$ cat config.mk
export PLATFORM = sky130hd
export DESIGN_NAME = score_level_counter
export DESIGN_NICKNAME = d
export VERILOG_FILES = /design/src/rtl/score_level_counter.sv
export SDC_FILE = /design/constraint.sdc
export NUM_CORES = 1
export LEC_CHECK = 0
export ABC_AREA = 1
export CAP_MARGIN = 20
export CORE_ASPECT_RATIO = 2
export CORE_MARGIN = 1
export CORE_UTILIZATION = 37
export CTS_BUF_LIST = sky130_fd_sc_hd__clkbuf_4 sky130_fd_sc_hd__clkbuf_8 sky130_fd_sc_hd__clkbuf_16
export CTS_CLUSTER_SIZE = 40
export DETAILED_ROUTE_END_ITERATION = 6
export PLACE_DENSITY = 0.64
export SETUP_SLACK_MARGIN = 0.5
export SLEW_MARGIN = 30
export SYNTH_ARGS = -nofsm -noshare
export SYNTH_HDL_FRONTEND = slang
export SYNTH_SLANG_ARGS = --single-unit
$ cat constraint.sdc
create_clock -name clk -period 11.1 [get_ports clk]
set_clock_uncertainty 0.15 [all_clocks]
set_input_delay 1.665 -clock clk [delete_from_list [all_inputs] [get_ports clk]]
set_output_delay 1.665 -clock clk [all_outputs]
set_load 0.01 [all_outputs]
$ cat src/rtl/score_level_counter.sv
// -----------------------------------------------------------------------------
// score_level_counter
//   BCD score and level tracker for the game core. The game FSM drives the
//   add/gameover/clear strobes. The score display reads score and level
//   directly.
//
//   Weighted adds are clamped to 0..9. The score is kept as packed BCD, and
//   it saturates at all nines. A binary down-counter counts the points left
//   until the next level. Scoring freezes on game over and restarts on clear.
//
//   Optional feature: define HIGH_SCORE_EN to build the high-score register.
//   Without it, high_score and new_record are tied to zero.
//
// Ports
//   clk          system clock; all state changes on the rising edge
//   rst          synchronous, active-high reset
//   clear        start a new game (zeroes score/level, keeps high_score)
//   gameover     freeze scoring (level or pulse)
//   add_en       add add_pts this cycle
//   add_pts      points to add, binary; values above 9 clamp to 9
//   score        packed BCD score, DIGITS digits
//   level        current level, 0..MAX_LEVEL
//   levelup      1-cycle pulse when level increments
//   saturated    score is stuck at all nines
//   high_score   best final score (0 when HIGH_SCORE_EN is undefined)
//   new_record   1-cycle pulse when high_score updates
// -----------------------------------------------------------------------------
//  state      | meaning
//  ST_RUN     | adds accepted; gameover freezes
//  ST_FROZEN  | adds ignored; only clear or rst leave
// -----------------------------------------------------------------------------
module score_level_counter #(
  parameter int DIGITS     = 4,
  parameter int LEVEL_STEP = 20,
  parameter int MAX_LEVEL  = 9,
  parameter int LEVEL_W    = 4
) (
  input  logic                  clk,
  input  logic                  rst,
  input  logic                  clear,
  input  logic                  gameover,
  input  logic                  add_en,
  input  logic [3:0]            add_pts,
  output logic [4*DIGITS-1:0]   score,
  output logic [LEVEL_W-1:0]    level,
  output logic                  levelup,
  output logic                  saturated,
  output logic [4*DIGITS-1:0]   high_score,
  output logic                  new_record
);

  localparam logic [0:0] ST_RUN    = 1'b0;
  localparam logic [0:0] ST_FROZEN = 1'b1;

  // The counter holds 1..LEVEL_STEP between adds. It can dip to -8 before
  // the reload, so it needs a sign bit plus headroom.
  localparam int TN_W = $clog2(LEVEL_STEP + 1) + 2;
  localparam logic signed [TN_W-1:0] STEP_S    = TN_W'(LEVEL_STEP);
  localparam logic [LEVEL_W-1:0]     LVL_MAX   = LEVEL_W'(MAX_LEVEL);
  localparam logic [4*DIGITS-1:0]    ALL_NINES = {DIGITS{4'h9}};

  logic [0:0]              state;
  logic signed [TN_W-1:0]  to_next;

  logic [3:0]              pts_clamped;
  logic [4*DIGITS-1:0]     sum_bcd;
  logic                    carry_out;
  logic [4:0]              digit_acc;
  logic [4:0]              digit_cin;
  logic [3:0]              delta;
  logic signed [TN_W-1:0]  tn_sub;
  logic signed [TN_W-1:0]  tn_next;
  logic                    lvl_hit;
  logic                    go_evt;

  assign pts_clamped = (add_pts > 4'd9) ? 4'd9 : add_pts;

  // Ripple-carry BCD add. The binary delta enters as the carry into the
  // units digit, and each higher digit only ever sees a carry of 0 or 1.
  always_comb begin
    sum_bcd   = '0;
    digit_acc = '0;
    digit_cin = {1'b0, pts_clamped};
    for (int i = 0; i < DIGITS; i++) begin
      digit_acc = {1'b0, score[4*i +: 4]} + digit_cin;
      if (digit_acc >= 5'd10) begin
        sum_bcd[4*i +: 4] = 4'(digit_acc - 5'd10);
        digit_cin         = 5'd1;
      end else begin
        sum_bcd[4*i +: 4] = digit_acc[3:0];
        digit_cin         = 5'd0;
      end
    end
    carry_out = (digit_cin != 5'd0);
  end

  // On overflow, the wrapped sum is below 10, so only its units digit is
  // non-zero. The points that actually land are all-nines minus the old
  // score, which equals pts - wrapped_units - 1.
  always_comb begin
    delta   = carry_out ? (pts_clamped - sum_bcd[3:0] - 4'd1) : pts_clamped;
    tn_sub  = to_next - $signed({{(TN_W-4){1'b0}}, delta});
    lvl_hit = (tn_sub <= 0);
    tn_next = lvl_hit ? (tn_sub + STEP_S) : tn_sub;
  end

  assign go_evt = (state == ST_RUN) && !clear && gameover;

  always_ff @(posedge clk) begin
    if (rst) begin
      state     <= ST_RUN;
      score     <= '0;
      level     <= '0;
      levelup   <= 1'b0;
      saturated <= 1'b0;
      to_next   <= STEP_S;
    end else begin
      levelup <= 1'b0;
      if (clear) begin
        state     <= ST_RUN;
        score     <= '0;
        level     <= '0;
        saturated <= 1'b0;
        to_next   <= STEP_S;
      end else if (state == ST_RUN) begin
        if (gameover) begin
          state <= ST_FROZEN;
        end else if (add_en) begin
          if (carry_out) begin
            score     <= ALL_NINES;
            saturated <= 1'b1;
          end else begin
            score <= sum_bcd;
          end
          to_next <= tn_next;
          if (lvl_hit && (level < LVL_MAX)) begin
            level   <= level + 1'b1;
            levelup <= 1'b1;
          end
        end
      end
    end
  end

`ifdef HIGH_SCORE_EN
  // Packed BCD orders the same way as its decimal value, so a plain
  // unsigned compare is enough here.
  always_ff @(posedge clk) begin
    if (rst) begin
      high_score <= '0;
      new_record <= 1'b0;
    end else begin
      new_record <= 1'b0;
      if (go_evt && (score > high_score)) begin
        high_score <= score;
        new_record <= 1'b1;
      end
    end
  end
`else
  assign high_score = '0;
  assign new_record = 1'b0;
`endif

endmodule
==> flow_summary.json, run 1 <==
{
  "synth_area_per_cell_sq_um": 7.02,
  "ctsResizeCount": 0,
  "layer_with_the_highest_usage_after_global_routing": "met2",
  "number_of_sinks_handled_by_clock_tree_synthesis": 30,
  "critical_path_arrival_ns": 9.46,
  "grtUsageMet2_pct": 33.0,
  "floorplan.die.width_um": 58.6,
  "worst_case_clock_buffer_depth": 2,
  "cts_tree": "done",
  "post-route-drc-count": 0,
  "yosys.cell_count.top_type": "nand2_1",
  "holdBufCountCts": 0,
  "crit_top_cell": "ha_1",
  "register_area_sq_um": 601,
  "fin_crit_sh_pct": 84.9,
  "antenna-diode-count": 0,
  "power_leakage_nw": 1.32,
  "worstPathRequired_ns": 11.13,
  "whs_ns": 0.320,
  "async_flop_share_pct": 0,
  "synth_enable_flop_cells": 0,
  "setup_viol": 0,
  "hp-class": "flip-flop to flip-flop",
  "antenna_found_initial": 0,
  "final_nets": 402,
  "port-buffer-count": 30,
  "initial_core_util_pct": 38.8,
  "wl_mm": 5.28,
  "ys.warnings.count": 0,
  "synth.cells.most_frequent": "nand2_1, inv_1, dfxtp_1",
  "use_met3_pct": 2.25,
  "numCtsBuffers": 5,
  "detailroute.via_count": 2143,
  "synth_top_area_share_pct": 25.4,
  "syn_area_sq_um": 2370,
  "fin_cells": 453,
  "initialDrtViolationCount": 52,
  "critical_path.top_delay_family": "adder cells",
  "yosys.area.top_type": "dfxtp_1",
  "synth.ff_latch_count": 30,
  "post-dp-hpwl_mm": 4.06,
  "routedWlPerCell_um": 11.7,
  "worst_pin_slew_ns": 0.887,
  "clk_root_buffer_cell": "clkbuf_16",
  "ant_nets": 0,
  "setup_repair_after_global_routing_missed_its_margin": "no",
  "dominantRegCellSynth": "dfxtp_1",
  "design.core.area_sq_um": 6110,
  "maximum_number_of_pins_on_one_net_before_global_route_repair": 20,
  "layout_cell_share_with_drive_strength_beyond_1_pct": 8.94,
  "vdd.ir_drop.worst_uv": 140,
  "post_synth_cell_types": 35,
  "multi_input_area_sq_um": 1470,
  "grt_pass1_wl_mm": 8.80,
  "worst_path_max_delay_cell": "clkdlybuf4s50_1",
  "std_cell_rows": 40,
  "cts_setup_buffers": 0,
  "period_minus_slack_ns": 9.43,
  "area_growth_syn_to_layout_pct": 20.6,
  "critical_path.startpoint_type": "input port",
  "clkTransAtPathRegs_ns": 0.05,
  "worstPathMaxFanout": 9,
  "clkLatencyLatePin_ns": 0.27,
  "max_stage_delay_ns": 0.52,
  "pin_count": 48,
  "post-layout-total-power_uw": 324,
  "setup_tns_ns": 0,
  "grt_pass1_vias": 2091,
  "globalRouteOverflowTotal": 0,
  "max_clock_freq_mhz": 106,
  "power_density_nw_per_um2": 113,
  "netlist_top_cells_area": "dfxtp_1, ha_1, nand2_1, inv_1, buf_4",
  "firstDrtPassIters": 4,
  "chipHeight_um": 115,
  "timing.critical_path.to_type": "flip-flop",
  "timing_hold_violations_final": 0,
  "h-tree-depth": 2,
  "dp_cells": 445,
  "fillers": 637,
  "routed_via_density": 4.73,
  "status": "finished, final reports clean",
  "global_route_met1_utilization_pct": 16.4,
  "gp_weighted_congestion": 0.817,
  "criticalPathCategory": "input port to flip-flop",
  "global_route.usage.total_pct": 17.1,
  "die-area_sq_um": 6740,
  "max-slew-margin-rel_pct": 40.6,
  "ys_seq_area_share_pct": 25.4,
  "netlist_instances": 337,
  "slew_violations": 0,
  "cp.buffers_inverters": 7,
  "finish.utilization_pct": 46.8,
  "maxCapViolCount": 0
}
==> per-stage QoR <==
stage                     instance area [sq um]  worst slack [ns]
after detailed placement                   2690              1.41
after floorplan                            2430              2.82
after global routing                       2860             0.853
after global placement                     2690              1.69
after CTS                                  2860              1.65
final                                      2860              1.67
==> power breakdown <==
group	total, mW	switching, mW	leakage (nW)	internal, mW
sequential	0.112	0.00166	0.243	0.110
combinational	0.0644	0.0404	0.991	0.0240
clock	0.148	0.0464	0.0832	0.101
total	0.324	0.0884	1.32	0.235
==> cells by family (layout without fill, tap and decap cells) <==
family | after synthesis | in the layout | share of synthesized area (%)
AND/OR/NAND/NOR | 133 | 133 | 26.5
buffers and inverters | 77 | 93 | 15.0
AO/OA/AOI/OAI | 59 | 59 | 15.0
flip-flops | 30 | 30 | 25.4
adder cells (fa/ha/maj) | 25 | 25 | 13.5
XOR/XNOR | 12 | 12 | 4.44
other | 1 | 17 | 0.158
==> layout by cell type, fill, tap and decap left out, types with 4 or more instances in the layout <==
cell type and instances:
ha_1 24, xor2_1 10, o21ai_0 18, nor2_1 21, nand3_1 14, nand2_1 73, conb_1 17, clkbuf_16 5
nand2_2 8, inv_1 51, a21oi_1 25, clkdlybuf4s50_1 30, o221ai_1 4, dfxtp_1 30
==> path summary, 6_finish.rpt <==
check	slack, ns	endpoint	start	cells after the start
worst max-delay path	1.67	level[3]	add_pts[1]	48
worst min-delay path	0.32	state	state	2
worst max register to register	3.43	level[3]	score[1]	47
worst min register to register	0.32	state	state	2
==> flip-flops by register name (all words and copies together) (netlist names) <==
| register | count |
|---|---|
| levelup | 1 |
| state | 1 |
| level | 4 |
| saturated | 1 |
| to_next | 7 |
| score | 16 |
==> layer usage <==
metal	part of all wire (%)	wire, um
met1	38	2020
met2	56	2940
met3	3.5	187
met4	2.3	123
met5	0	0
==> worst min-delay path, cell delays in order, from the launching register on <==
cell and delay (ns):
dfxtp_1 0.30, nor2_1 0.05, nor2_1 0.08
==> layout make-up <==
type                    count  area share, %
flip-flops and latches     30           21.0
well taps                  84           3.68
multi-input cells         246           51.6
repair buffers             31           10.8
inverters                  54           7.10
clock buffers               8           5.83
Power figures use the tool's default switching activity.
==> inputs of run 2 (changes only) <==
==> constraint.sdc (replaced) <==
create_clock -name clk -period 9.9 [get_ports clk]
set_clock_uncertainty 0.15 [all_clocks]
set_input_delay 1.485 -clock clk [delete_from_list [all_inputs] [get_ports clk]]
set_output_delay 1.485 -clock clk [all_outputs]
set_load 0.01 [all_outputs]
==> flow_summary.json, run 2 (synthesis gave the netlist of run 1 again) <==
{
  "worstPathMaxFanout": 6,
  "initialDrtViolationCount": 39,
  "max_clock_freq_mhz": 111,
  "grt_pass1_wl_mm": 8.32,
  "internal_power_uw": 255,
  "finish.utilization_pct": 48.1,
  "layout.cells.most_common_list": "nand2_1, inv_1, dfxtp_1",
  "period_minus_slack_ns": 8.97,
  "crit-reg2reg-capture": "level[3]",
  "chipHeight_um": 115,
  "switching_power_uw": 105,
  "power_frac_seq_pct": 34.7,
  "critical_path.startpoint_type": "input port",
  "reg.largest.list": "score: 16 flops, to_next: 7 flops, level: 4 flops",
  "grt_pass1_vias": 1975,
  "crit_top_cell": "ha_1",
  "floorplan.die.width_um": 58.6,
  "max-slew-margin-rel_pct": 38.9,
  "timing.critical_path.to_type": "flip-flop",
  "rr_worst_depth": 46,
  "clkTransAtPathRegs_ns": 0.05,
  "die-area_sq_um": 6740,
  "final_nets": 408,
  "post-layout-total-power_uw": 360,
  "worstPathRequired_ns": 9.94,
  "post-dp-hpwl_mm": 3.98,
  "worst_case_clock_buffer_depth": 2,
  "timing_hold_violations_final": 0,
  "final_critical_path_setup_slack_ns": 0.928,
  "numCtsBuffers": 5,
  "clkLatencyLatePin_ns": 0.28,
  "layout_cell_share_with_drive_strength_beyond_1_pct": 13.1,
  "power_leakage_nw": 1.35,
  "pwr-share-clk_pct": 44.3,
  "pin_count": 48,
  "std_cell_rows": 40,
  "ant_nets": 0,
  "routed_via_density": 4.73,
  "registers.top_by_ff_count": "score",
  "port-buffer-count": 30,
  "setup_repair_after_global_routing_missed_its_margin": "no",
  "firstDrtPassIters": 4,
  "maximum_number_of_pins_on_one_net_before_global_route_repair": 20,
  "initial_core_util_pct": 38.8,
  "area_growth_syn_to_layout_pct": 24.2,
  "design.core.area_sq_um": 6110,
  "vdd.ir_drop.worst_uv": 111,
  "power_density_nw_per_um2": 122,
  "number_of_sinks_handled_by_clock_tree_synthesis": 30,
  "holdBufCountCts": 0,
  "setup.reg_to_reg.worst_slack_ns": 2.42,
  "globalRouteOverflowTotal": 0,
  "setup_tns_ns": 0,
  "clk_root_buffer_cell": "clkbuf_16",
  "power_frac_comb_pct": 21.0,
  "regToRegStartpoint": "score[1]",
  "dp_worst_setup_slack_ns": 0.362,
  "global_route.usage.total_pct": 16.5,
  "max_stage_delay_ns": 0.46,
  "gp_weighted_congestion": 0.836,
  "post-route-drc-count": 0,
  "timing.hold.worst_path_depth": 2,
  "antenna-diode-count": 0,
  "fin_cells": 459,
  "worst_path_max_delay_cell": "clkdlybuf4s50_1",
  "cts_tree": "done",
  "power.switching_fraction_pct": 29.2,
  "wl_mm": 5.44,
  "h-tree-depth": 2,
  "criticalPathCategory": "input port to flip-flop",
  "holdPathEnd": "state",
  "antenna_found_initial": 0,
  "layout.cells.most_common": "nand2_1",
  "worst_pin_slew_ns": 0.913,
  "timing.hold.worst.start": "state",
  "hp-class": "flip-flop to flip-flop",
  "routedWlPerCell_um": 11.9,
  "dp_cells": 445,
  "setup_viol": 0,
  "critical_path_arrival_ns": 9.01,
  "fin_crit_sh_pct": 90.6,
  "slew_violations": 0,
  "largest_register_ff_count": 16,
  "maxCapViolCount": 0,
  "status": "finished, final reports clean",
  "detailroute.via_count": 2169
}
-- run 2: changes by cell type in the layout (fill, tap and decap cells not counted), sizes merged --
cell	delta
clkbuf	-1
buf	+6
clkinv	+1
dlymetal6s2s	+2
clkdlybuf4s50	-2
-- run 2: final cells by class --
cell class | count | area, sq um
inverters | 54 | 203
clock buffers | 7 | 146
flip-flops and latches | 30 | 601
multi-input cells | 246 | 1520
fillers | 651 | 3170
repair buffers | 37 | 358
well taps | 84 | 105
clock inverters | 1 | 5.00
-- run 2: per-layer routing --
metal / GRT usage, % / part of all wire, % / vias up
met5: 0 / 0 / -
met3: 2.92 / 3.3 / 14
li1: - / - / 1120
met1: 14.8 / 37 / 980
met4: 12.4 / 4.1 / 0
met2: 31.4 / 56 / 55
-- run 2: how the worst max path moves through the flow --
stage / start / endpoint / slack (ns) / depth (start not counted)
3_3_place_gp: add_pts[3] / level[3] / 0.54 / 50
2_1_floorplan: add_pts[2] / to_next[4] / 1.80 / 48
4_1_cts: add_pts[1] / level[3] / 0.60 / 48
6_report: add_pts[2] / level[3] / 0.93 / 47
5_1_grt: add_pts[2] / to_next[4] / 0.39 / 48
3_5_place_dp: add_pts[1] / level[3] / 0.36 / 48
-- run 2: power by group through the flow --
stage / clock [mW] / sequential [mW] / combinational (mW)
finish: 0.159 / 0.125 / 0.0756
global route: 0.165 / 0.125 / 0.0852
CTS: 0.161 / 0.125 / 0.0723
detailed placement: 0 / 0.128 / 0.0717
global placement: 0 / 0.128 / 0.0705
floorplan: 0 / 0.128 / 0.0579
-- run 2: stage by stage --
stage | hold WS [ns] | area [sq um]
6_report | 0.319 | 2940
3_3_place_gp | 0.302 | 2690
2_1_floorplan | 0.290 | 2430
4_1_cts | 0.326 | 2840
5_1_grt | 0.361 | 2940
3_5_place_dp | 0.314 | 2690
-- run 2: critical path, delay by kind of cell --
| kind | cells | cell delay, ns |
|---|---|---|
| AND/OR/NAND/NOR | 15 | 1.46 |
| adder cells (fa/ha/maj) | 13 | 2.84 |
| XOR/XNOR | 3 | 0.51 |
| AO/OA/AOI/OAI | 9 | 1.67 |
| buffers and inverters | 7 | 1.00 |
-- run 2: timing repair --
| item | 4_1_cts | 5_1_grt |
|---|---|---|
| resized for setup | 0 | 14 |
| buffers inserted | 0 | 6 |
| endpoints found under the setup margin | 0 | 10 |
| endpoints found under the hold margin | 0 | 0 |
